===== src/rtl/lfsr_rr_sched.sv =====
// lfsr_rr_sched: one 20-bit maximal-length LFSR (x^20 + x^17 + 1) shared by
// NREQ requesters. A round-robin arbiter hands out bursts of len+1 words over
// a valid/ready stream. The LFSR advances only on accepted words.
module lfsr_rr_sched #(
  parameter int NREQ  = 2,
  parameter int LEN_W = 4
) (
  input  logic                  clk,
  input  logic                  rst_n,      // active-high asynchronous reset
  input  logic [NREQ-1:0]       req,
  input  logic [NREQ*LEN_W-1:0] req_len,
  input  logic                  seed_load,
  input  logic [19:0]           seed,
  output logic [NREQ-1:0]       grant,
  output logic [19:0]           rnd_data,
  output logic                  rnd_valid,
  input  logic                  rnd_ready,
  output logic                  busy,
  output logic                  max_tick
);

  localparam int PTR_W = (NREQ > 1) ? $clog2(NREQ) : 1;
  localparam logic [19:0] LFSR_ONE = 20'h00001;

  typedef enum logic {IDLE, BURST} state_t;

  state_t            state, state_next;
  logic [19:0]       lfsr_q, lfsr_next, lfsr_step;
  logic [PTR_W-1:0]  ptr_q, ptr_next;
  logic [LEN_W-1:0]  cnt_q, cnt_next;
  logic [NREQ-1:0]   grant_next;
  logic              max_tick_next;
  logic              win_found;
  logic [PTR_W-1:0]  win_idx;
  logic [PTR_W-1:0]  cand_idx;
  int                cand;
  logic              hs;

  assign lfsr_step = {lfsr_q[18:0], lfsr_q[19] ^ lfsr_q[16]};
  assign rnd_valid = (state == BURST);
  assign busy      = (state == BURST);
  assign rnd_data  = lfsr_q;
  assign hs        = rnd_valid & rnd_ready;

  // Round-robin search: first set req bit starting at the pointer, wrapping.
  always_comb begin
    // NOTE: every signal written here gets a default first, so no path can
    // leave it unassigned and infer a latch.
    win_found = 1'b0;
    win_idx   = '0;
    cand      = 0;
    cand_idx  = '0;
    for (int k = 0; k < NREQ; k++) begin
      cand = int'(ptr_q) + k;
      if (cand >= NREQ) cand = cand - NREQ;
      cand_idx = PTR_W'(cand);
      if (!win_found && req[cand_idx]) begin
        win_found = 1'b1;
        win_idx   = cand_idx;
      end
    end
  end

  // Next-state and datapath decisions for the IDLE/BURST controller.
  always_comb begin
    state_next    = state;
    lfsr_next     = lfsr_q;
    ptr_next      = ptr_q;
    cnt_next      = cnt_q;
    grant_next    = grant;
    max_tick_next = 1'b0;
    case (state)
      IDLE: begin
        // A zero seed would lock the LFSR, so it is replaced by 1.
        if (seed_load) lfsr_next = (seed == 20'h0) ? LFSR_ONE : seed;
        if (win_found) begin
          state_next = BURST;
          grant_next = {{(NREQ-1){1'b0}}, 1'b1} << win_idx;
          cnt_next   = req_len[win_idx*LEN_W +: LEN_W];
          ptr_next   = (win_idx == PTR_W'(NREQ-1)) ? '0 : win_idx + PTR_W'(1);
        end
      end
      BURST: begin
        if (hs) begin
          lfsr_next     = lfsr_step;
          max_tick_next = (lfsr_step == LFSR_ONE);
          if (cnt_q != '0) begin
            cnt_next = cnt_q - LEN_W'(1);
          end else begin
            state_next = IDLE;
            grant_next = '0;
          end
        end
      end
      default: state_next = IDLE;
    endcase
  end

  // State and datapath registers; reset aborts any burst in progress.
  always_ff @(posedge clk or posedge rst_n) begin
    if (rst_n) begin
      state    <= IDLE;
      lfsr_q   <= LFSR_ONE;
      ptr_q    <= '0;
      cnt_q    <= '0;
      grant    <= '0;
      max_tick <= 1'b0;
    end else begin
      // NOTE: non-blocking assignments so every register updates from the
      // values sampled at the same edge, independent of statement order.
      state    <= state_next;
      lfsr_q   <= lfsr_next;
      ptr_q    <= ptr_next;
      cnt_q    <= cnt_next;
      grant    <= grant_next;
      max_tick <= max_tick_next;
    end
  end

endmodule


===== config.mk =====
export PLATFORM = sky130hd
export DESIGN_NAME = lfsr_rr_sched
export DESIGN_NICKNAME = d
export VERILOG_FILES = /design/src/rtl/lfsr_rr_sched.sv
export SDC_FILE = /design/constraint.sdc
export NUM_CORES = 1
export LEC_CHECK = 0
export ABC_CLOCK_PERIOD_IN_PS = 1460
export CAP_MARGIN = 20
export CORE_ASPECT_RATIO = 0.9
export CORE_MARGIN = 10
export CORE_UTILIZATION = 40
export CTS_CLUSTER_DIAMETER = 80
export DETAILED_ROUTE_END_ITERATION = 16
export MAX_ROUTING_LAYER = met4
export PLACE_DENSITY = 0.73
export SLEW_MARGIN = 20
export SYNTH_ARGS = -nofsm -noshare
export SYNTH_HDL_FRONTEND = slang
export SYNTH_SLANG_ARGS = --single-unit

===== constraint.sdc =====
create_clock -name clk -period 1.46 [get_ports clk]
set_input_delay 0.438 -clock clk [delete_from_list [all_inputs] [get_ports clk]]
set_output_delay 0.438 -clock clk [all_outputs]
set_load 0.005 [all_outputs]

# --- Word level (Yosys, flattened, before mapping) ---
# Index checks and enable logic that the tools add are counted.
op_classes:
  add_sub_neg: 5
  magnitude_cmp: 4
  eq_ne: 6
  n_shift: 2
  muxes: 29
  bitwise: 3
  reduce_logical: 8
ops:
  columns: ["cell", "n"]
  rows:
  - ["20-bit two-way mux", 3]
  - ["20-bit one-hot mux with 2 select lines", 1]
  - ["20-bit by 1-bit == test with 1-bit output, second input constant", 1]
  - ["20-bit logical NOT", 1]
  - ["1-bit two-way mux", 16]
  - ["4-bit two-way mux", 3]
  - ["4-bit one-hot mux with 2 select lines", 1]
  - ["8-bit by 4-bit indexed part select with 4-bit output", 1]
  - ["2-bit two-way mux", 3]
  - ["2-bit inequality test, second input constant", 3]
  - ["3-bit AND reduction", 2]
  - ["1-bit by 2-bit less-than comparator with 1-bit output, second input constant", 2]
  - ["2-bit by 1-bit inequality test with 1-bit output, second input constant", 2]
  - ["2-bit one-hot mux with 2 select lines", 1]
  - ["2-bit AND reduction", 2]
  - ["4-bit nonzero test", 1]
  - ["4-bit by 1-bit subtractor with 4-bit output, second input constant", 1]
  - ["1-bit by 1-bit adder with 2-bit output, second input constant", 1]
  - ["1-bit by 2-bit >= comparator with 1-bit output, second input constant", 1]
  - ["2-bit >= comparator, second input constant", 1]
  - ["1-bit one-hot mux with 2 select lines", 1]
  - ["1-bit by 1-bit << shifter with 2-bit output, first input constant", 1]
  - ["1-bit subtractor, second input constant", 2]
  - ["1-bit adder, second input constant", 1]
  - ["other kinds (5)", 5]
totals:
  regBits: 29
  out_inout_bits: 25
  elab_cells: 63

# --- Logic depth before layout (Yosys ltp) ---
depth:
  depth_word: 11
  depth_mapped: 6
  mapped_depth_nobuf: 5

# --- Least setup slack after synthesis ---
# Ideal clock, no wire load.
synth_path:
  path_kind: "input -> register"
  from: "in rnd_ready"
  to: "reg cnt_q[3]"
  arrival_ns: 1.257
  path_slack_ns: 0.082
  path_stages: 5
  path_buffers: 1
  cell_sequence: "buf_6 -> or4b_4 -> nand2_1 -> nand2_1 -> o22a_1"
synth_via:
  elab_chain_cells: 3
synth_lines:
  columns: ["item", "line_no", "text"]
  rows:
  - ["from (decl)", "17", "input logic rnd_ready,"]
  - ["1-bit AND", "43", "assign hs = rnd_valid & rnd_ready;"]
  - ["2-bit by 1-bit inequality test with 1-bit output (no line)", null, null]
  - ["3-bit AND reduction (no line)", null, null]
  - ["to (signal assigned)", "114", "cnt_q <= cnt_next;"]
  - ["to (decl)", "30", "logic [LEN_W-1:0] cnt_q, cnt_next;"]
# No other way between the ends.
# A chain may end at the register's enable or synchronous reset.

# --- Final worst setup path ---
layout_path:
  from: "reg cnt_q[0]"
  to: "reg cnt_q[3]"
layout_via:
  elab_chain_cells: 4
  elab_cells_between_ends: 7
  classes_between: "add/sub: 1; eq/ne: 1; mux: 3; reduce/logical: 2"
layout_lines:
  columns: ["item", "line_no", "text"]
  rows:
  - ["4-bit by 1-bit subtractor with 4-bit output", "88", "cnt_next = cnt_q - LEN_W'(1);"]
  - ["4-bit two-way mux", "87", "if (cnt_q != '0) begin"]
  - ["4-bit two-way mux", "84", "if (hs) begin"]
  - ["4-bit one-hot mux with 2 select lines", "72", "case (state)"]
# Parallel ways exist; a longest one is shown, timed or not. The select of a mux whose other input is x is not followed.

==> impl_metrics.csv <==
group,metric,value,unit
outcome,status,"complete, no violations",
floorplan,ios,59,
cells_and_area,fillers,336,
timing,finalMaxSlewViolations,0,
critical_path,cp.required,1620,ps
synth,ys_types,37,
detailed_routing,post_drt_wl_per_cell,15.8,µm
global_routing,antenna_found_initial,0,
synth,yosysTopAreaCellShare,42.7,%
timing,worst_slew_pin_slew,459,ps
cells_and_area,n_antenna_cell,0,
cells_and_area,fin_cells,319,
timing,clock_skew,3.15,ps
synth,synth_area,1640,µm²
critical_path,cp_slowest_cell,"or4b_4",
min_path,min_path_type,"in -> async",
clocking,cts_buffers,5,
detailed_routing,top_layer,"met4",
global_routing,grt_pass1_wl,8140,µm
power_and_ir_drop,seqPwrFrac,32.0,%
floorplan,rows,22,
critical_path,crit_chain,"buf_4, or4b_4, nand2_2, nand2_1, o22a_1",
synth,ys_seq_area_share,44.4,%
timing,period_share,95.7,%
place,gp_congestion,0.856,
critical_path,critPathMaxStageDelay,490,ps
floorplan,fp.coreArea,4020,µm²
flow_run,maxCapViolations,0,
place,dp.cells,300,
synth,yosys.area.top_type,"dfrtp_1",
floorplan,initial_core_util,40.8,%
global_routing,grt_pass1_vias,1715,
floorplan,die_h,80.7,µm
cells_and_area,syn2layout_area_growth,61.8,%
detailed_routing,num_vias,1665,
clocking,holdBufCountCts,0,
timing,max_slew_margin,69.1,%
clocking,cts_root_buf,"clkbuf_8",
detailed_routing,routed_wl,5050,µm
power_and_ir_drop,p_leak,1.35,nW
power_and_ir_drop,swShare,35.6,%
global_routing,grt_overflow_total,0,
place,dp_worst_setup_slack,-345,ps
critical_path,crit_fanout,2,
timing,max_freq,716,MHz
detailed_routing,drcViolationCount,0,
synth,syn_avg_cell_area,9.53,µm²
critical_path,crit_path_start_kind,"flop",
place,port_buffers,58,
synth,yosysWarnings,0,
cells_and_area,multi_input_area,832,µm²
floorplan,die_w,87.5,µm
synth,synth_area_leaders,"dfrtp_1 (43%), mux2i_1 (13%), o21ai_1 (7.0%), nand2_1 (5.7%), nor4_1 (3.1%)",
critical_path,critPathBufInv,1,
critical_path,r2r-start,"cnt_q[0]",
place,postPlaceCellArea,2470,µm²
cells_and_area,fin_nets,305,
power_and_ir_drop,power.density,1640,nW/µm²
synth,ys_top_cells_by_count,"dfrtp_1 (28), nand2_1 (25), o21ai_1 (23)",
critical_path,rrSetupSlack,60,ps
global_routing,grt_usage,14.8,%
critical_path,path_class,"reg -> reg",
power_and_ir_drop,share_comb_of_total_power,53.8,%
detailed_routing,met1_length,2240,µm
critical_path,critPathCaptureType,"flop",
timing,hold_slack,486,ps
detailed_routing,wl_met2,2500,µm
power_and_ir_drop,p_sw,1.55,mW
synth,synthArstFlopShare,100,%
clocking,htree_levels,2,
detailed_routing,drtAntennaViolNets,0,
floorplan,dieArea,7060,µm²
critical_path,reg2reg_depth,5,
clocking,cts_tree,"done",
synth,synth_ff_type,"dfrtp_1",
synth,synth_edf_count,0,
power_and_ir_drop,finalPower,4.35,mW
synth,synth.most_common_cell,"dfrtp_1",
detailed_routing,dr_wl_met3,274,µm
synth,netlist_instances,172,
timing,final.min_clock_period,1400,ps
clocking,cts_sinks,29,
critical_path,path_delay_family,"simple AND/OR/NAND/NOR gates",
critical_path,worstPathArrival,1560,ps
place,hpwl,3960,µm
critical_path,worst_r2r_endpoint,"cnt_q[3]",
timing,final-setup-viol-count,0,
power_and_ir_drop,worst_ir_drop_vdd,0.963,mV
cells_and_area,drive_above_1_share,22.1,%
detailed_routing,firstDrtPassIters,4,
global_routing,grt_max_degree,30,
timing,setup_ws,62.7,ps
cells_and_area,final_util,66.0,%
detailed_routing,drtIter0Drc,81,
clocking,clk_pin_slew,60,ps
clocking,clk_latency,270,ps
synth,ys_seq_elements,29,
clocking,cts_buffer_depth,2,
power_and_ir_drop,p_clk_share,14.2,%
synth,syn_nets,207,
timing,final_hold_viol_count,0,
timing,fin_tns_setup,0,ps
power_and_ir_drop,internal_power,2.80,mW
cells_and_area,regArea,727,µm²
cells_and_area,design_area,2650,µm²
detailed_routing,via_per_inst,5.22,
timing,rsz0062_at_grt,"no",
per-layer routing:
metal  track usage [%]  vias to the layer above
li1                  -                      822
met1              17.7                      793
met2              23.0                       44
met3              4.70                        6
met4              5.10                        0
met5                 -                        -
worst max path at each step:
stage	slack (ps)	startpoint	end	depth (start not counted)
after floorplan	80	rnd_ready	cnt_q[3]	5
after global placement	-310	rnd_ready	cnt_q[3]	5
after detailed placement	-340	req[1]	cnt_q[3]	5
after CTS	20	busy	rnd_data[0]	6
after global routing	4	busy	rnd_data[15]	6
final	60	cnt_q[0]	cnt_q[3]	5
cell families after synthesis:
logic type	after synthesis	synth area share, %
AND/OR/NAND/NOR	57	17.4
buffers and inverters	18	6.79
flip-flops	29	44.4
adder cells (fa/ha/maj)	1	0.763
AO/OA/AOI/OAI	43	16.2
XOR/XNOR	2	1.07
multiplexers	22	13.4
worst reg2reg max path: stages, from the launching register on:
cell	delay (ps)
dfrtp_1	380
buf_4	140
or4b_4	490
nand2_2	70
nand2_1	50
o22a_1	150
layout make-up:
class | instances | share of cell area, %
Tap cell | 48 | 2.27
Timing Repair Buffer | 103 | 35.1
Sequential cell | 29 | 27.4
Multi-Input combinational cell | 125 | 31.4
Inverter | 6 | 0.849
Clock buffer | 8 | 3.02
power groups by stage:
stage,registers (mW),logic (mW),clock network [mW]
after detailed placement,1.47,2.26,0
after global routing,1.44,2.59,0.676
after global placement,1.46,2.20,0
after floorplan,1.49,0.952,0
final,1.39,2.34,0.619
after CTS,1.40,2.28,0.636
flip-flops by register name, indices dropped and copies added, names as in the netlist:
signal,flops
ptr_q,1
cnt_q,4
grant,2
rnd_data,20
max_tick,1
busy,1
placed cells by master, fill, tap and decap left out, types with 2 or more instances in the layout:
cell type	count
inv_1	5
buf_4	40
a21oi_1	4
o2bb2ai_1	2
nand3_1	5
nor4_1	8
clkdlybuf4s50_1	30
nor3_2	2
clkbuf_8	5
buf_12	2
nand4_1	3
dfrtp_1	28
nor2_1	6
a31o_1	2
o21ai_1	23
dlygate4sd2_1	27
mux2i_1	21
xnor2_1	2
nor4b_1	2
a31oi_1	2
a211oi_1	2
nand2_1	24
clkbuf_1	3
nor2b_1	2
buf_6	2
repair_timing:
action	in CTS	in global routing
pin swaps	1	1
gates cloned	0	1
endpoints found under the setup margin	30	21
resized for setup	33	5
buffers inserted	9	1
No activity file was read; power rests on OpenSTA's default activity.
==> patch, RTL diff (same flow settings) <==
Set the parameter `LEN_W` to 2 (it was 4).
--- a/src/rtl/lfsr_rr_sched.sv
+++ b/src/rtl/lfsr_rr_sched.sv
@@ -3,7 +3,7 @@
 // a valid/ready stream. The LFSR advances only on accepted words.
 module lfsr_rr_sched #(
   parameter int NREQ  = 2,
-  parameter int LEN_W = 4
+  parameter int LEN_W = 2
 ) (
   input  logic                  clk,
   input  logic                  rst_n,      // active-high asynchronous reset
Interface: changed (resized req_len); port bits go from 59 to 55. No check against the original RTL was run, so the function may have changed too.
==> patch against the unedited design <==
  * Sequential cell count down 2
  * Die area decreased by 8.9%
  * Synthesized cell count down 9.3%
  * Wire length up 4.8%
  * Design area down 8.0%
  * Setup slack lost 0.029 ns
  * Total power down 0.80%
  * Synthesized area down 12%
  * Critical path type is now reg -> out
  * Largest cell class unchanged
  * Highest routed layer unchanged
==> patch: results (changes against the unedited design) <==
r2r-start: "busy"
yosysTopAreaCellShare: 0.449  # +0.0216
period_minus_slack_ns: 1.43  # +0.0291 ns
drt_drc_violations_left: 0  # unchanged
fill_cells: 271  # -19%
clock_path_buffers: 2  # unchanged
layout-drive-gt1-share: 0.263  # +0.0415
synth_area_leaders: "dfrtp_1 45%, mux2i_1 7.6%, nor2_1 6.0%"
placed_area_mm2: 0.00226  # -8.7%
firstDrtPassIters: 4  # unchanged
vias: 1629  # -2.2%
syn-num-nets: 187  # -9.7%
grt_usage: 0.160  # +0.0122
port-buffer-count: 54  # -6.9%
ys_async_sr_fraction: 1.00  # unchanged
clk_pin_slew_worst_paths_ns: 0.10  # +0.04 ns
root_buffer: "clkbuf_8"
min_path_type: "in -> async"
worstPathArrival_ns: 0.99  # -0.57 ns
outcome: "completed"
grt_max_degree: 28  # -6.7%
yosysSeqAreaShare: 0.467  # +0.0237
seq_power_share: 0.301  # -0.019
final_area_mm2: 0.00244  # -8.0%
synth.distinct_cells: 30  # -19%
gp_congestion: 0.896  # +4.8%
syn_area_per_cell_um2: 9.29  # -2.5%
largest_reg_flops: 20  # unchanged
p_sw_uw: 1630  # +5.1%
worstPathMaxFanout: 2  # unchanged
timing.rr.end: "cnt_q[1]"
drt_first_iter_violations: 140  # +73%
cp_slowest_cell: "dfrtp_1"
worst_slew_pin_slew_ns: 0.350  # -0.109 ns
dp_hpwl_um: 3890  # -1.7%
ir_drop_v: 0.00125  # +30%
post-place-ws_ns: -0.269  # +0.0754 ns
clock_latency_ns: 0.28
antenna_cells: 0  # unchanged
slowest_delay_ns: 0.42  # -0.07 ns
cts_buffers: 3  # -2
instances_no_fill: 295  # -7.5%
leakage_uw: 0.00108  # -20%
htree_levels: 1  # -1
synthFlopType: "dfrtp_1"
first_global_vias: 1651  # -3.7%
clkPwrFrac: 0.101  # -0.041
reg2reg_depth: 6  # +1
grt_pass1_wl_um: 8330  # +2.4%
worst_path_dominant_cell_family: "flip-flops"
fin_skew_ns: 0.00514  # +0.00199 ns
place_inst: 277  # -7.7%
synth_commonest_cells: "26 x dfrtp_1, 23 x nor2_1, 13 x a21oi_1"
synth_warnings: 0  # unchanged
wl_um: 5290  # +4.8%
[patch: cell types whose count changed after synthesis, sizes merged, moves of 3 or more]
cell	before	now
a21oi	4	13
o22ai	0	10
nor2	6	23
nand3	5	2
a211oi	2	10
nand2	25	7
o21ai	24	2
mux2i	22	11
nor2b	2	10
[patch: repair_timing]
action / 4_1_cts / 5_1_grt
hold endpoints to repair: 0 / 0
gates resized for setup: 29 / 15
endpoints found under the setup margin: 25 / 17
pin swaps: 0 / 3
cloned: 0 / 0
buffers inserted: 12 / 2
[patch: final cells by class]
class | instances | share of cell area
repair buffers | 101 | 0.362
clock buffers | 4 | 0.0185
multi-input cells | 114 | 0.312
well taps | 44 | 0.0226
flip-flops and latches | 27 | 0.277
inverters | 5 | 0.00769
[patch: layer usage]
layer	routed length, µm	track usage	vias up
li1	-	-	758
met1	2290	0.187	795
met2	2630	0.267	59
met3	249	0.0391	17
met4	114	0.0435	0
met5	0	-	-
[patch: metrics by stage]
step	power, µW	setup TNS, ns	hold WS (ns)
after CTS	4150	0	0.504
after detailed placement	3710	-5.08	0.486
after global placement	3630	-4.51	0.477
final	4310	0	0.491
after floorplan	2350	0	0.463
after global routing	4630	-0.0386	0.526
[patch: kinds of logic after synthesis]
logic type	count (synthesis)	share of synthesized area
and+or+nand+nor	60	0.206
buffers and inverters	15	0.0535
DFF	27	0.467
adders and majority gates	1	0.00863
AOI/OAI and AO/OA	41	0.182
muxes	11	0.0760
xor gates and xnor gates	1	0.00605
[patch: how the worst max path moves through the flow]
stage	startpoint	end	cells after the start
after global routing	seed[13]	rnd_data[0]	5
after global placement	seed[13]	rnd_data[0]	5
final	rnd_data[14]	rnd_data[14]	1
after detailed placement	req[0]	cnt_q[0]	5
after floorplan	cnt_q[0]	cnt_q[0]	6
after CTS	busy	busy	2
